**src/rtl/serdes_link_ctrl_if.sv**
```systemverilog
// Parallel-side bundle between the link controller and the SERDES pair / upstream user.
// The master modport is the controller; the slave modport is the SERDES/user side.
interface serdes_link_ctrl_if;
  localparam int unsigned WORD_W = 10;

  logic [WORD_W-1:0] rx_word;
  logic              RXPOL;
  logic [WORD_W-1:0] rx_data;
  logic              rx_word_valid;
  logic              sync;
  logic [WORD_W-1:0] tx_data;
  logic              tx_valid;
  logic              tx_ready;
  logic              tx_load;
  logic [WORD_W-1:0] tx_word;

  modport master (
    input  rx_word, tx_data, tx_valid,
    output RXPOL, rx_data, rx_word_valid, sync, tx_ready, tx_load, tx_word
  );

  modport slave (
    output rx_word, tx_data, tx_valid,
    input  RXPOL, rx_data, rx_word_valid, sync, tx_ready, tx_load, tx_word
  );
endinterface

```
**src/rtl/serdes_link_ctrl.sv**
```systemverilog
// 10-bit SERDES link controller: TX word-slot timing plus RX comma alignment and sync tracking.
// Optional SERDES_AUTOPOL_EN: flips RXPOL after HUNT_TMO fruitless HUNT cycles.
module serdes_link_ctrl #(
  parameter logic [9:0]  COMMA      = 10'b0011111010,
  parameter int unsigned LOCK_CNT   = 4,
  parameter int unsigned LOSS_CNT   = 4,
  parameter logic        RXPOL_INIT = 1'b1
`ifdef SERDES_AUTOPOL_EN
  ,
  parameter int unsigned HUNT_TMO   = 1023
`endif
) (
  input  logic                TRANSCLK,
  input  logic                RESET,
  input  logic                ENABLE,
  serdes_link_ctrl_if.master  link
);

  localparam int unsigned WORD_W  = 10;
  localparam int unsigned PHASE_W = 4;
  localparam int unsigned CNT_W   = 4;
  localparam logic [PHASE_W-1:0] LAST_PHASE = PHASE_W'(WORD_W - 1);

  typedef enum logic [1:0] {
    HUNT   = 2'd0,
    VERIFY = 2'd1,
    SYNC   = 2'd2
  } state_e;

  state_e              state_q, state_d;
  logic [PHASE_W-1:0]  rx_phase_q, rx_phase_d;
  logic [PHASE_W-1:0]  tx_phase_q, tx_phase_d;
  logic [CNT_W-1:0]    lock_cnt_q, lock_cnt_d;
  logic [CNT_W-1:0]    err_cnt_q, err_cnt_d;
  logic [WORD_W-1:0]   rx_data_q, rx_data_d;
  logic                rx_valid_q, rx_valid_d;
  logic                sync_q, sync_d;
  logic                tx_load_q, tx_load_d;
  logic [WORD_W-1:0]   tx_word_q, tx_word_d;
  logic                is_comma, boundary, tx_slot, tx_ready_c;

`ifdef SERDES_AUTOPOL_EN
  localparam int unsigned TMO_W = $clog2(HUNT_TMO + 1);
  logic [TMO_W-1:0]    tmo_cnt_q, tmo_cnt_d;
  logic                rxpol_q, rxpol_d;
`endif

  assign is_comma   = (link.rx_word == COMMA);
  assign boundary   = (rx_phase_q == LAST_PHASE);
  assign tx_slot    = (tx_phase_q == LAST_PHASE);
  assign tx_ready_c = tx_slot && sync_q;

  // FSM and alignment counters
  always_ff @(posedge TRANSCLK) begin
    if (RESET) begin
      state_q    <= HUNT;
      rx_phase_q <= '0;
      lock_cnt_q <= '0;
      err_cnt_q  <= '0;
    end else begin
      state_q    <= state_d;
      rx_phase_q <= rx_phase_d;
      lock_cnt_q <= lock_cnt_d;
      err_cnt_q  <= err_cnt_d;
    end
  end

  // Next state: comma acquisition, lock verification and loss detection
  always_comb begin
    state_d    = state_q;
    lock_cnt_d = lock_cnt_q;
    err_cnt_d  = err_cnt_q;
    rx_phase_d = boundary ? '0 : rx_phase_q + PHASE_W'(1);
    case (state_q)
      HUNT: begin
        if (is_comma) begin
          rx_phase_d = '0;
          lock_cnt_d = CNT_W'(1);
          state_d    = VERIFY;
        end
      end
      VERIFY: begin
        if (boundary && is_comma) begin
          lock_cnt_d = lock_cnt_q + CNT_W'(1);
          if (lock_cnt_d >= CNT_W'(LOCK_CNT)) state_d = SYNC;
        end else if (boundary || is_comma) begin
          lock_cnt_d = '0;
          state_d    = HUNT;
        end
      end
      SYNC: begin
        if (is_comma) begin
          if (boundary) begin
            err_cnt_d = '0;
          end else if (err_cnt_q + CNT_W'(1) >= CNT_W'(LOSS_CNT)) begin
            err_cnt_d  = '0;
            lock_cnt_d = '0;
            state_d    = HUNT;
          end else begin
            err_cnt_d = err_cnt_q + CNT_W'(1);
          end
        end
      end
      default: state_d = HUNT;
    endcase
    if (!ENABLE) begin
      state_d    = HUNT;
      lock_cnt_d = '0;
      err_cnt_d  = '0;
    end
  end

  // Output next values: RX delivery and the free-running TX slot
  always_comb begin
    tx_phase_d = tx_slot ? '0 : tx_phase_q + PHASE_W'(1);
    tx_load_d  = tx_slot;
    tx_word_d  = tx_word_q;
    if (tx_slot) tx_word_d = (link.tx_valid && tx_ready_c) ? link.tx_data : COMMA;
    rx_data_d  = rx_data_q;
    rx_valid_d = 1'b0;
    if ((state_q == SYNC) && boundary) begin
      rx_data_d  = link.rx_word;
      rx_valid_d = 1'b1;
    end
    sync_d = (state_d == SYNC);
  end

  always_ff @(posedge TRANSCLK) begin
    if (RESET) begin
      tx_phase_q <= '0;
      tx_load_q  <= 1'b0;
      tx_word_q  <= COMMA;
      rx_data_q  <= '0;
      rx_valid_q <= 1'b0;
      sync_q     <= 1'b0;
    end else begin
      tx_phase_q <= tx_phase_d;
      tx_load_q  <= tx_load_d;
      tx_word_q  <= tx_word_d;
      rx_data_q  <= rx_data_d;
      rx_valid_q <= rx_valid_d;
      sync_q     <= sync_d;
    end
  end

`ifdef SERDES_AUTOPOL_EN
  // A HUNT that sees no comma for HUNT_TMO cycles is assumed to be an inverted line
  always_comb begin
    tmo_cnt_d = '0;
    rxpol_d   = rxpol_q;
    if (ENABLE && (state_q == HUNT) && !is_comma) begin
      if (tmo_cnt_q == TMO_W'(HUNT_TMO - 1)) rxpol_d = ~rxpol_q;
      else tmo_cnt_d = tmo_cnt_q + TMO_W'(1);
    end
  end

  always_ff @(posedge TRANSCLK) begin
    if (RESET) begin
      tmo_cnt_q <= '0;
      rxpol_q   <= RXPOL_INIT;
    end else begin
      tmo_cnt_q <= tmo_cnt_d;
      rxpol_q   <= rxpol_d;
    end
  end

  assign link.RXPOL = rxpol_q;
`else
  assign link.RXPOL = RXPOL_INIT;
`endif

  assign link.rx_data       = rx_data_q;
  assign link.rx_word_valid = rx_valid_q;
  assign link.sync          = sync_q;
  assign link.tx_ready      = tx_ready_c;
  assign link.tx_load       = tx_load_q;
  assign link.tx_word       = tx_word_q;

endmodule

```
**src/flat_wrapper.sv**
```systemverilog
// flat-port wrapper written by rule: the top's interface ports become plain ports
module serdes_link_ctrl_flat 
#(
  parameter logic [9:0]  COMMA      = 10'b0011111010,
  parameter int unsigned LOCK_CNT   = 4,
  parameter int unsigned LOSS_CNT   = 4,
  parameter logic        RXPOL_INIT = 1'b1

)
  (TRANSCLK, RESET, ENABLE, link_rx_word, link_tx_data, link_tx_valid, link_RXPOL, link_rx_data, link_rx_word_valid, link_sync, link_tx_ready, link_tx_load, link_tx_word);
  serdes_link_ctrl_if link_i ();
  input  logic TRANSCLK;
  input  logic RESET;
  input  logic ENABLE;
  input wire logic [$bits(link_i.rx_word)-1:0] link_rx_word;
  input wire logic [$bits(link_i.tx_data)-1:0] link_tx_data;
  input wire logic [$bits(link_i.tx_valid)-1:0] link_tx_valid;
  output wire logic [$bits(link_i.RXPOL)-1:0] link_RXPOL;
  output wire logic [$bits(link_i.rx_data)-1:0] link_rx_data;
  output wire logic [$bits(link_i.rx_word_valid)-1:0] link_rx_word_valid;
  output wire logic [$bits(link_i.sync)-1:0] link_sync;
  output wire logic [$bits(link_i.tx_ready)-1:0] link_tx_ready;
  output wire logic [$bits(link_i.tx_load)-1:0] link_tx_load;
  output wire logic [$bits(link_i.tx_word)-1:0] link_tx_word;
  assign link_i.rx_word = link_rx_word;
  assign link_i.tx_data = link_tx_data;
  assign link_i.tx_valid = link_tx_valid;
  assign link_RXPOL = link_i.RXPOL;
  assign link_rx_data = link_i.rx_data;
  assign link_rx_word_valid = link_i.rx_word_valid;
  assign link_sync = link_i.sync;
  assign link_tx_ready = link_i.tx_ready;
  assign link_tx_load = link_i.tx_load;
  assign link_tx_word = link_i.tx_word;
  serdes_link_ctrl #(.COMMA(COMMA), .LOCK_CNT(LOCK_CNT), .LOSS_CNT(LOSS_CNT), .RXPOL_INIT(RXPOL_INIT)) u_core (.TRANSCLK(TRANSCLK), .RESET(RESET), .ENABLE(ENABLE), .link(link_i));
endmodule
```
**config.mk**
```make
export PLATFORM = sky130hd
export DESIGN_NAME = serdes_link_ctrl_flat
export DESIGN_NICKNAME = d
export VERILOG_FILES = /design/src/rtl/serdes_link_ctrl_if.sv /design/src/rtl/serdes_link_ctrl.sv /design/src/flat_wrapper.sv
export SDC_FILE = /design/constraint.sdc
export NUM_CORES = 1
export LEC_CHECK = 0
export ABC_AREA = 1
export CORE_ASPECT_RATIO = 1.5
export CORE_MARGIN = 4
export CORE_UTILIZATION = 45
export DETAILED_ROUTE_END_ITERATION = 16
export GPL_TIMING_DRIVEN = 0
export PLACE_DENSITY = 0.72
export SETUP_SLACK_MARGIN = 0.02
export SLEW_MARGIN = 0
export SYNTH_ARGS = -nofsm -noshare
export SYNTH_HDL_FRONTEND = slang
export SYNTH_SLANG_ARGS = --single-unit
```
**constraint.sdc**
```tcl
create_clock -name TRANSCLK -period 2.9 [get_ports TRANSCLK]
set_input_delay 0.29 -clock TRANSCLK [delete_from_list [all_inputs] [get_ports TRANSCLK]]
set_output_delay 0.29 -clock TRANSCLK [all_outputs]
set_load 0.02 [all_outputs]
```
==> results of run 1 <==
==> worst max path at each step <==
stage	endpoint	slack (ns)	depth (start not counted)	from
floorplan	u_core.lock_cnt_q[0]	1.49	10	u_core.state_q[0]
global placement	u_core.lock_cnt_q[0]	1.07	10	link_rx_word[7]
detailed placement	u_core.lock_cnt_q[0]	1.05	10	link_rx_word[7]
CTS	link_tx_ready	0.83	4	u_core.tx_phase_q[0]
global route	link_tx_ready	0.78	4	u_core.tx_phase_q[0]
finish	link_tx_ready	0.86	4	u_core.tx_phase_q[0]
==> layer usage <==
layer / routed length (um) / global-route usage (%)
met1: 1631 / 18.05
met2: 2248 / 31.79
met3: 278 / 4.425
met4: 77 / 6.950
met5: 0 / 0
==> through the flow <==
step	hold WS [ns]	std cells	area [um^2]	total power, mW
floorplan	0.4337	250	1927	0.6204
global placement	0.4473	342	2454	0.6629
detailed placement	0.4535	342	2454	0.6639
CTS	0.4694	350	2574	1.150
global route	0.4873	350	2574	1.181
finish	0.4670	350	2574	1.131
==> cells in the mapped netlist, drive strengths merged <==
cell / number
nand3: 25
a21oi: 22
clkbuf: 4
xnor2: 3
dfxtp: 41
xor2: 1
conb: 1
o21ai: 4
clkinv: 2
nor3: 6
nor2: 40
nand4: 5
buf: 2
nor3b: 2
ha: 8
a211oi: 1
o22ai: 1
nand2: 51
inv: 27
a32o: 4
==> worst max-delay path, cell delays in order (launching register included) <==
cell	delay (ns)
dfxtp_1	0.39
ha_1	0.18
nand2_2	0.16
nor2_1	0.12
clkdlybuf4s50_1	0.61
==> layout make-up <==
class | count | area [um^2]
plain buffers | 6 | 27.53
flip-flops and latches | 41 | 820.8
multi-input cells | 174 | 968.4
well taps | 45 | 56.30
repair buffers | 47 | 470.5
clock buffers | 6 | 82.58
clock inverters | 2 | 37.54
fillers | 379 | 1455
inverters | 29 | 110.1
==> where the power goes <==
part           switching, mW  internal, mW
Clock                  0.200         0.280
Combinational         0.0351        0.0402
Sequential           0.00660         0.569
Total                  0.242         0.889
==> sequential cells by signal, indices dropped and copies added (netlist names) <==
signal and count:
u_core.state_q 2, u_core.link.rx_word_valid 1, u_core.err_cnt_q 4, u_core.rx_phase_q 4
u_core.link.rx_data 10, u_core.link.tx_load 1, u_core.lock_cnt_q 4, u_core.link.tx_word 10
u_core.tx_phase_q 4, u_core.link.sync 1
==> kinds of logic after synthesis <==
logic type	count (synthesis)
AND/OR/NAND/NOR	129
flip-flops	41
buffers and inverters	35
AO/OA/AOI/OAI	32
adder cells (fa/ha/maj)	8
XOR/XNOR	4
other	1
==> reports/metrics.cfg, run 1 <==
[outcome]
status=completed

[drt]
viasPerCell=4.960
remaining_drc_errors=0
vias=1736
routedWlPerCell_um=12.10
dr.first_iter.drc_count=53
wl_um=4235
ant_nets=0
firstDrtPassIters=4

[synth]
synth_area_per_cell_um2=7.707
synth_xor_area_share_pct=1.818
yosysTopAreaCell=dfxtp_1
synth_seq_cells=41
synth_top_area_share_pct=42.60
synth_cell_types=31
yosysSeqAreaShare_pct=42.60
synth_area_leaders=dfxtp_1, nand2_1, a21oi_1
synth_top_family_by_area=simple AND/OR/NAND/NOR gates
synth-simple-area-share_pct=33.31
synthesis.nets=282
synthAdderAreaFrac_pct=5.195
synth_compound_area_share_pct=9.740
synth_warnings=0
synth_mux_area_share_pct=0
postSynthCellCount=250
syn_area_mm2=0.001927

[timing]
final_max_slew_viol_count=0
fin_skew_ns=0.01027
setup_ws_ns=0.8555
setup_viol=0
fin_crit_sh_pct=70.50
finalHoldViolations=0
rsz0062_at_grt=no
fmax_mhz=489.1
tns_ns=0
period_minus_slack_ns=2.044

[global_routing]
grt_max_degree=14
antenna_found_initial=0
grt_overflow=0
grt_pass1_vias=1722
grt_util_all_layers_pct=17.33
grt_pass1_wl_um=7113

[placed_design]
place_ws_ns=1.053
gp_congestion=0.7374
portBuffers=47
dp_hpwl_um=3244

[hold_path]
hold_start=u_core.link.tx_word[0]
hold_depth=1
hold_end=u_core.link.tx_word[0]
hold_class=reg2reg

[cts]
cts_buffers=5
post_cts_resized=0
htree_num_levels=2
clock_latency_ns=0.30
postCtsSetupRepairBufs=0
cts_root_buf=clkbuf_8
clock_sinks=41
clk_pin_slew_worst_paths_ns=0.08
cts-hold-fix-buffers=0
cts_tree=built
clockBufferDepth=2

[layout]
fin_util_pct=63.88
fin_nets=336
layout.cells.most_common=clkdlybuf4s50_1
final_cell_mix=clkdlybuf4s50_1, nand2_1, dfxtp_1, nor2_1, inv_1
diodes=0
syn2layout_area_growth_pct=33.57
drive_above_1_share_pct=12.13

[setup_path]
reg2reg_depth=10
crit_path_max_fanout=10
reg2reg_slack_ns=1.25
end_kind=primary output
start_kind=register
worstReg2RegStart=u_core.state_q[0]
crit_type=reg2out
required_ns=2.61
reg2reg_to=u_core.lock_cnt_q[0]
arrival_ns=1.75

[die]
start_util_pct=47.83
core_mm2=0.004029
row_count=28
dieArea_mm2=0.005414
die_h_um=88.14
io-pin-count=49
fp.dieW_um=61.43

[pwr]
p_leak_nw=1.020
peakVddDrop_mv=0.4463
powerDensity_mw_per_mm2=439.4

[flow_run]
cap_violations=0

(Power assumes the default switching activity.)
==> run 2, diff against run 1 <==
Settings changed: CORE_UTILIZATION 45 to 44, PLACE_DENSITY 0.72 to 0.74.
Clock period 2.9 ns to 1.8 ns, I/O delays scaled along.
==> run 2 against run 1 <==
  * Die area grew 2.0%
  * Critical path depth is the same
  * Sequential share of layout area grew 0.16 points
  * Worst hold slack lost 0.0011 ns
  * First-iteration DRC count grew 11%
  * Via count grew 0.17%
==> reports/metrics.cfg, run 2 (synthesis gave the netlist of run 1 again) <==
[hold_path]
hold_class=reg2reg

[global_routing]
grt_util_all_layers_pct=17.15  ; -0.17 points
grt_max_degree=13  ; -1
grt_overflow=0  ; unchanged
antenna_found_initial=0  ; unchanged
grt_pass1_vias=1769  ; +2.7%
grt_pass1_wl_um=7300  ; +2.6%

[pwr]
peakVddDrop_mv=0.6947  ; +56%
p_leak_nw=1.021  ; +0.12%
sw_frac_of_total_pct=20.83  ; -0.55 points
clock_power_share_pct=40.0  ; -2.5 points
p_comb_share_pct=6.9  ; +0.2 points
powerDensity_mw_per_mm2=682.6  ; +55%
pwr-share-seq_pct=53.0  ; +2.1 points
p_int_mw=1.384  ; +56%
switchingPower_mw=0.3642  ; +51%

[timing]
setup_viol=0  ; unchanged
fmax_mhz=615.0
fin_skew_ns=0.003983  ; -0.006289 ns
fin_crit_sh_pct=90.34
period_minus_slack_ns=1.626
setup_ws_ns=0.1739  ; -0.6816 ns
rsz0062_at_grt=no
tns_ns=0  ; unchanged
final_max_slew_viol_count=0  ; unchanged
hold_ws_ns=0.4658  ; -0.001145 ns
finalHoldViolations=0  ; unchanged

[flow_run]
cap_violations=0  ; unchanged

[placed_design]
placed_cell_area_mm2=0.002455  ; about the same
gp_congestion=0.7640  ; +3.6%
numPlacedInstances=343  ; +0.29%
dp_hpwl_um=3188  ; -1.7%
place_ws_ns=0.05455  ; -0.9988 ns
portBuffers=47  ; unchanged

[setup_path]
arrival_ns=1.45  ; -0.30 ns
crit_type=reg2out
start_kind=register
crit_path_max_fanout=10  ; unchanged
end_kind=primary output
required_ns=1.62  ; -0.99 ns

[drt]
wl_um=4156  ; -1.9%
remaining_drc_errors=0  ; unchanged
ant_nets=0  ; unchanged
viasPerCell=4.969  ; +0.17%
vias=1739  ; +0.17%
firstDrtPassIters=4  ; unchanged
dr.first_iter.drc_count=59  ; +11%
routedWlPerCell_um=11.87  ; -1.9%

[cts]
clock_latency_ns=0.29  ; about the same
cts-hold-fix-buffers=0  ; unchanged
clockBufferDepth=2  ; unchanged
cts_tree=built
htree_num_levels=2  ; unchanged
postCtsSetupRepairBufs=0  ; unchanged
cts_root_buf=clkbuf_8
clk_pin_slew_worst_paths_ns=0.08  ; about the same
clock_sinks=41  ; unchanged
cts_buffers=5  ; unchanged

[layout]
final_cell_mix=nand2_1, clkdlybuf4s50_1, dfxtp_1, nor2_1, inv_1
diodes=0  ; unchanged
syn2layout_area_growth_pct=32.92
regArea_um2=820.8  ; unchanged
final_area_mm2=0.002561  ; -0.49%
multi_input_area_um2=970.9  ; +0.26%
drive_above_1_share_pct=12.50  ; +0.37 points
fin_nets=336  ; unchanged
fin_cells=350  ; unchanged
fillCellCount=394  ; +4.0%

[outcome]
status=completed

[die]
row_count=29  ; +3.6%
core_mm2=0.004245  ; +5.4%
dieArea_mm2=0.005524  ; +2.0%
start_util_pct=45.39  ; -2.4 points
die_h_um=89.05  ; +1.0%
io-pin-count=49  ; unchanged
fp.dieW_um=62.03  ; +0.98%

run 2: path summary, 6_finish.rpt:
path	from	endpoint	slack, ns	cells past startpoint
worst min-delay path	u_core.link.rx_data[1]	u_core.link.rx_data[1]	0.47	2
worst max-delay path	u_core.tx_phase_q[0]	link_tx_ready	0.17	4
worst max register to register	u_core.state_q[0]	u_core.lock_cnt_q[0]	0.27	10
worst min register to register	u_core.link.rx_data[1]	u_core.link.rx_data[1]	0.47	2
run 2: timing repair:
item,CTS,global route
pin swaps,0,1
endpoints found under the setup margin,1,13
gates resized for setup,1,3
run 2: through the flow:
stage / util [%] / total power [mW]
floorplan: - / 0.9995
global placement: 57.82 / 1.068
detailed placement: 57.82 / 1.069
CTS: 60.24 / 1.774
global route: 60.33 / 1.829
finish: 60.33 / 1.748
run 2: area by class of cell:
cell class,count,share of cell area [%]
Timing Repair Buffer,47,18.32
Buffer,6,1.124
Clock inverter,2,1.368
Inverter,29,4.299
Sequential cell,41,32.05
Tap cell,46,2.247
Clock buffer,5,2.687
Multi-Input combinational cell,174,37.91
run 2: critical path, cell delays in order (launching register included):
cell,delay (ns)
dfxtp_1,0.38
ha_1,0.17
nand2_2,0.15
nor2_1,0.12
dlygate4sd2_1,0.34
run 2: power groups by stage:
stage	sequential (mW)	combinational (mW)	clock [mW]
final	0.927	0.121	0.700
after global routing	0.928	0.134	0.766
after CTS	0.927	0.123	0.724
after detailed placement	0.948	0.121	0
after global placement	0.948	0.120	0
after floorplan	0.946	0.0532	0
run 2: per-layer routing:
layer	GRT usage, %	share of wire (%)	routed length, um	up-vias
met1	16.99	37	1538	778
met4	6.564	1.8	73	0
met2	32.45	55	2269	35
li1	-	-	-	916
met3	4.335	6.6	276	10
met5	0	0	0	-
